==> src/rtl/alm_mul_arbiter.sv <==
// Round-robin arbiter + two-stage pipeline sharing one combinational ALM multiplier core between NREQ requesters.
// Latency: request handshake at edge k -> rsp_valid high after edge k+1 (no stall); one product per cycle sustained.
// Backpressure: rsp_ready low holds S2, then S1; req_ready drops to all-zero once both stages are full.
//
// Ports:
//   clk, rst_n                 clock, async active-low reset
//   req_valid/req_ready        per-requester operand handshake (req_ready one-hot or zero)
//   req_a, req_b               packed operands, requester i at [i*N +: N]
//   mul_a, mul_b, mul_result   registered operands to / combinational product from the core
//   rsp_valid/rsp_ready        tagged response handshake, with rsp_id and rsp_result
//   busy                       either pipeline stage occupied
// Optional feature macro: ALM_ARB_ZERO_SKIP_EN (force product to 0 when either operand is 0).
module alm_mul_arbiter #(
  parameter int N    = 16,
  parameter int NREQ = 4,
  parameter int IDW  = 2
) (
  input  logic                clk,
  input  logic                rst_n,
  input  logic [NREQ-1:0]     req_valid,
  output logic [NREQ-1:0]     req_ready,
  input  logic [NREQ*N-1:0]   req_a,
  input  logic [NREQ*N-1:0]   req_b,
  output logic [N-1:0]        mul_a,
  output logic [N-1:0]        mul_b,
  input  logic [2*N-1:0]      mul_result,
  output logic                rsp_valid,
  input  logic                rsp_ready,
  output logic [IDW-1:0]      rsp_id,
  output logic [2*N-1:0]      rsp_result,
  output logic                busy
);

  logic            s1_vld;
  logic [N-1:0]    s1_a;
  logic [N-1:0]    s1_b;
  logic [IDW-1:0]  s1_id;
  logic [IDW-1:0]  ptr;

  logic            s2_load;
  logic            s1_free;
  logic            gnt_vld;
  logic [IDW-1:0]  gnt_idx;
  logic [IDW-1:0]  cand;
  logic            hs;
  logic [N-1:0]    a_sel;
  logic [N-1:0]    b_sel;
  logic [2*N-1:0]  s2_dat;

  assign s2_load = s1_vld & (~rsp_valid | rsp_ready);
  assign s1_free = ~s1_vld | s2_load;

  // Scan from ptr upward; IDW-bit addition wraps modulo NREQ since NREQ is a power of two.
  always_comb begin
    gnt_vld = 1'b0;
    gnt_idx = ptr;
    cand    = ptr;
    for (int k = 0; k < NREQ; k++) begin
      cand = ptr + IDW'(k);
      if (!gnt_vld && req_valid[cand]) begin
        gnt_vld = 1'b1;
        gnt_idx = cand;
      end
    end
  end

  assign hs = s1_free & gnt_vld;

  always_comb begin
    req_ready = '0;
    if (hs) req_ready[gnt_idx] = 1'b1;
  end

  assign a_sel = req_a[gnt_idx*N +: N];
  assign b_sel = req_b[gnt_idx*N +: N];

  always_ff @(posedge clk or negedge rst_n) begin
    if (!rst_n) begin
      s1_vld     <= 1'b0;
      s1_a       <= '0;
      s1_b       <= '0;
      s1_id      <= '0;
      ptr        <= '0;
      rsp_valid  <= 1'b0;
      rsp_id     <= '0;
      rsp_result <= '0;
    end else begin
      if (hs) begin
        s1_vld <= 1'b1;
        s1_a   <= a_sel;
        s1_b   <= b_sel;
        s1_id  <= gnt_idx;
        ptr    <= gnt_idx + IDW'(1);
      end else if (s1_free) begin
        s1_vld <= 1'b0;
      end

      // A pop coinciding with s2_load is absorbed by the reload, so no bubble appears.
      if (s2_load) begin
        rsp_valid  <= 1'b1;
        rsp_id     <= s1_id;
        rsp_result <= s2_dat;
      end else if (rsp_ready) begin
        rsp_valid  <= 1'b0;
      end
    end
  end

`ifdef ALM_ARB_ZERO_SKIP_EN
  // The log-domain core has no leading one to find for a zero operand, so its output is meaningless there.
  logic s1_zero;

  always_ff @(posedge clk or negedge rst_n) begin
    if (!rst_n) begin
      s1_zero <= 1'b0;
    end else if (hs) begin
      s1_zero <= (a_sel == '0) | (b_sel == '0);
    end
  end

  assign s2_dat = s1_zero ? '0 : mul_result;
`else
  assign s2_dat = mul_result;
`endif

  assign mul_a = s1_a;
  assign mul_b = s1_b;
  assign busy  = s1_vld | rsp_valid;

endmodule

==> config.mk <==
export PLATFORM = sky130hd
export DESIGN_NAME = alm_mul_arbiter
export DESIGN_NICKNAME = d
export VERILOG_FILES = /design/src/rtl/alm_mul_arbiter.sv
export SDC_FILE = /design/constraint.sdc
export NUM_CORES = 1
export LEC_CHECK = 0
export BUFFER_PORTS_ARGS = -buffer_cell sky130_fd_sc_hd__buf_2
export CORE_MARGIN = 2
export CORE_UTILIZATION = 25
export CTS_CLUSTER_DIAMETER = 40
export DETAILED_ROUTE_END_ITERATION = 8
export PLACE_DENSITY = 0.6
export SYNTH_ARGS = -nofsm -noshare
export SYNTH_HDL_FRONTEND = slang
export SYNTH_SLANG_ARGS = --single-unit
==> constraint.sdc <==
create_clock -name clk -period 2.7 [get_ports clk]
set_clock_uncertainty 0.2 [all_clocks]
set_input_delay 0.405 -clock clk [delete_from_list [all_inputs] [get_ports clk]]
set_output_delay 0.405 -clock clk [all_outputs]
set_load 0.1 [all_outputs]
==> run metrics <==
DRT Pass-1 Iters 4; Antenna Diode Count 0; worst hold path class in -> reg; PnR worst setup slack 0.106 ns; post-route DRC violation count 0; die height 125 um; crit share post-route 96.1%; remaining antenna violation count 0; number of global-route vias before repair 3,666; remaining global-route overflow 0; number of H-tree levels 3; result of the run complete, no violations; total number of yosys warnings 0; Routed WL 11.4 mm; primary flip-flop cell chosen by synthesis mapping sky130_fd_sc_hd__dfrtp_1; RePlAce Congestion 0.863; number of buffer and inverter instances along the worst setup path 2; crit-path leading delay family simple AND/OR/NAND/NOR gates; startpoint of the most critical register-to-register path ptr[0]; number of standard-cell rows in the floorplan 44; sequential-to-total area share from yosys stat 49.2%; Total Routing Usage GR 14.5%; WS Path Type reg -> out; kind of start point of the critical path flip-flop; # setup viols final 0; net count after synthesis 459; routed length per instance 15.6 um; ratio of cells with drive above 1 in the final layout 60.2%; LEAKAGE 2.73 nW; Initial Utilization 25.4%; number of buffers added by the clock tree synthesis step 9; gate count of the mapped netlist 292; Num Clock Sinks 72; die footprint 15,600 um2; post-route setup TNS 0 ns; number of buffers on the longest clock path 2; Root Buffer Master sky130_fd_sc_hd__clkbuf_16; clock-pin slew on the worst setup and hold paths 0.06 ns; First DRT Iteration DRCs 61; synthesis-to-finish area growth 51.9%; Clock Latency Late Sink 0.33 ns; total vias in the final route 3,339; number of filler instances in the final layout 1,397; most frequent standard cell in the layout excluding fill and tap cells sky130_fd_sc_hd__buf_2; vias per cell 4.59; number of distinct library cell variants in the gate-level netlist after synthesis 28; post-detailed-placement half-perimeter wirelength 8.50 mm; number of cells on the worst reg-to-reg path 7; ys async rst share 100%; max-capacitance violation count 0; largest vdd supply drop 0.000482 V; Worst-Margin Slew 0.602 ns; fin. max-slew vios 0; CTS tree built; data required time of the worst path 2.10 ns; delay of the slowest critical-path stage 0.43 ns; destination of the critical timing path req_ready[1]; library cell occupying the most area in the post-synthesis netlist sky130_fd_sc_hd__dfrtp_1; capturing element type of the critical path output pin; post-synthesis cell area 3660 um2; endpoints failing hold 0; setup repair after global routing missed its margin false; width of the die 125 um; Yosys top cell area share 49.2%; PD cells 1200 nW/um2; Port Buffers 238; commonest non-fill, non-tap cells in the layout 233 x sky130_fd_sc_hd__buf_2, 71 x sky130_fd_sc_hd__dfrtp_1, 64 x sky130_fd_sc_hd__mux2i_1; Worst Hold Launch mul_result[1]; Critical Path Fanout Max 6; Synth Register Bits 72; Synth Area per Inst 12.5 um2; number of antenna violations at the first check in global routing 0; Post-synth EDFFs 0; logic depth of the worst setup path including buffers 6; Max Clock Freq 0.386 GHz; origin of the worst setup path ptr[1]; r2r endpoint mul_a[15]; Std-Cell Core Area 14,400 um2; CP cell instances or3_1 > nand4b_1 > nand2_1 > buf_4 > nor2_4 > buf_12; biggest area contributors in the synthesized netlist sky130_fd_sc_hd__dfrtp_1 49%, sky130_fd_sc_hd__mux2i_1 17%, sky130_fd_sc_hd__mux2_2 10%, sky130_fd_sc_hd__a221oi_2 6.6%, sky130_fd_sc_hd__a221oi_1 3.8%; Slowest-stage cell, CP sky130_fd_sc_hd__dfrtp_1; count of boundary I/O pins 239; worst-case register-to-register setup slack 0.47 ns; maximum number of pins on one net before global-route repair 45; Worst Path Arrival 1.99 ns; pre-CTS setup slack 0.248 ns; post-layout minimum cycle time 2.59 ns; max_slew headroom 59.9%; global-route wire length before repair 18.1 mm; net count of the finished layout 705
==> flip-flops by register name (all words and copies together) (netlist names) <==
name / cells
rsp_result: 32
rsp_id: 2
ptr: 2
rsp_valid: 1
s1_id: 2
s1_vld: 1
mul_b: 16
mul_a: 16
==> layer usage <==
layer	global-route usage [%]	up-vias	routed length, um
li1	-	1577	-
met1	16.7	1581	4730
met2	24.6	172	5380
met3	6.03	9	1170
met4	4.58	0	97
met5	0	-	0
==> cells in the mapped netlist, types with 2 or more instances <==
master and n:
sky130_fd_sc_hd__mux2_2 33, sky130_fd_sc_hd__nand2_1 6, sky130_fd_sc_hd__nor2b_1 4, sky130_fd_sc_hd__mux2i_1 64, sky130_fd_sc_hd__a221oi_2 16, sky130_fd_sc_hd__dfrtp_1 72, sky130_fd_sc_hd__a221oi_1 16, sky130_fd_sc_hd__buf_2 5
sky130_fd_sc_hd__clkbuf_1 7, sky130_fd_sc_hd__buf_4 4, sky130_fd_sc_hd__o21ai_0 2, sky130_fd_sc_hd__buf_6 3, sky130_fd_sc_hd__o21a_1 2, sky130_fd_sc_hd__a21oi_1 5, sky130_fd_sc_hd__nand2b_1 5, sky130_fd_sc_hd__nor2_1 36
==> where the power goes <==
part / total, W / internal [W] / leakage [nW] / switching, W
Sequential: 0.00155 / 0.00138 / 0.814 / 0.000173
Combinational: 0.00394 / 0.000936 / 1.78 / 0.00301
Clock: 0.00120 / 0.000720 / 0.139 / 0.000478
==> how the worst min path moves through the flow <==
| stage | cells past startpoint | slack, ns | to |
|---|---|---|---|
| floorplan | 0 | -0.09 | mul_a[0] |
| global placement | 1 | 0.24 | rsp_result[13] |
| detailed placement | 1 | 0.25 | rsp_result[13] |
| CTS | 2 | 0.08 | rsp_result[25] |
| global route | 2 | 0.08 | rsp_result[30] |
| finish | 2 | 0.1 | rsp_result[1] |
==> layout make-up <==
cell class / instances / area [um2] / share of cell area (%)
sequential: 72 / 1800 / 32.4
clock inverter: 6 / 67.6 / 1.21
inverter: 1 / 3.75 / 0.0675
timing repair buffer: 254 / 1430 / 25.6
clock buffer: 10 / 229 / 4.12
multi-input combinational: 200 / 1800 / 32.4
tap: 184 / 230 / 4.14
==> logic make-up after synthesis <==
group / Yosys count / synth area share [%]
xor gates and xnor gates: 1 / 0.239
muxes: 97 / 27.6
and+or+nand+nor: 58 / 7.38
buffers and inverters: 20 / 3.25
DFF: 72 / 49.2
AOI/OAI and AO/OA: 44 / 12.3
==> per-stage QoR <==
step / cell area [um2] / power (W) / cells / hold slack, ns / utilization, %
6_report: 5560 / 0.00669 / 727 / 0.0991 / 38.6
2_1_floorplan: 3700 / 0.00471 / 292 / -0.0906 / -
3_3_place_gp: 5250 / 0.00549 / 709 / 0.244 / 36.4
4_1_cts: 5550 / 0.00677 / 726 / 0.0795 / 38.5
3_5_place_dp: 5250 / 0.00554 / 709 / 0.250 / 36.4
5_1_grt: 5560 / 0.00699 / 727 / 0.0794 / 38.6
==> timing repair <==
item	CTS	global route
hold endpoints to repair	43	0
buffers inserted	0	1
endpoints found under the setup margin	0	3
hold buffers	1	0
resized for setup	0	1
==> worst reg2reg max path, stage by stage, from the launching register on <==
cell and delay (ns):
sky130_fd_sc_hd__dfrtp_1 0.39, sky130_fd_sc_hd__nor2b_1 0.07, sky130_fd_sc_hd__o21a_1 0.20, sky130_fd_sc_hd__nor3_4 0.32, sky130_fd_sc_hd__buf_12 0.22, sky130_fd_sc_hd__buf_12 0.27, sky130_fd_sc_hd__mux2i_1 0.13, sky130_fd_sc_hd__a221oi_1 0.32
Power figures use the tool's default switching activity.
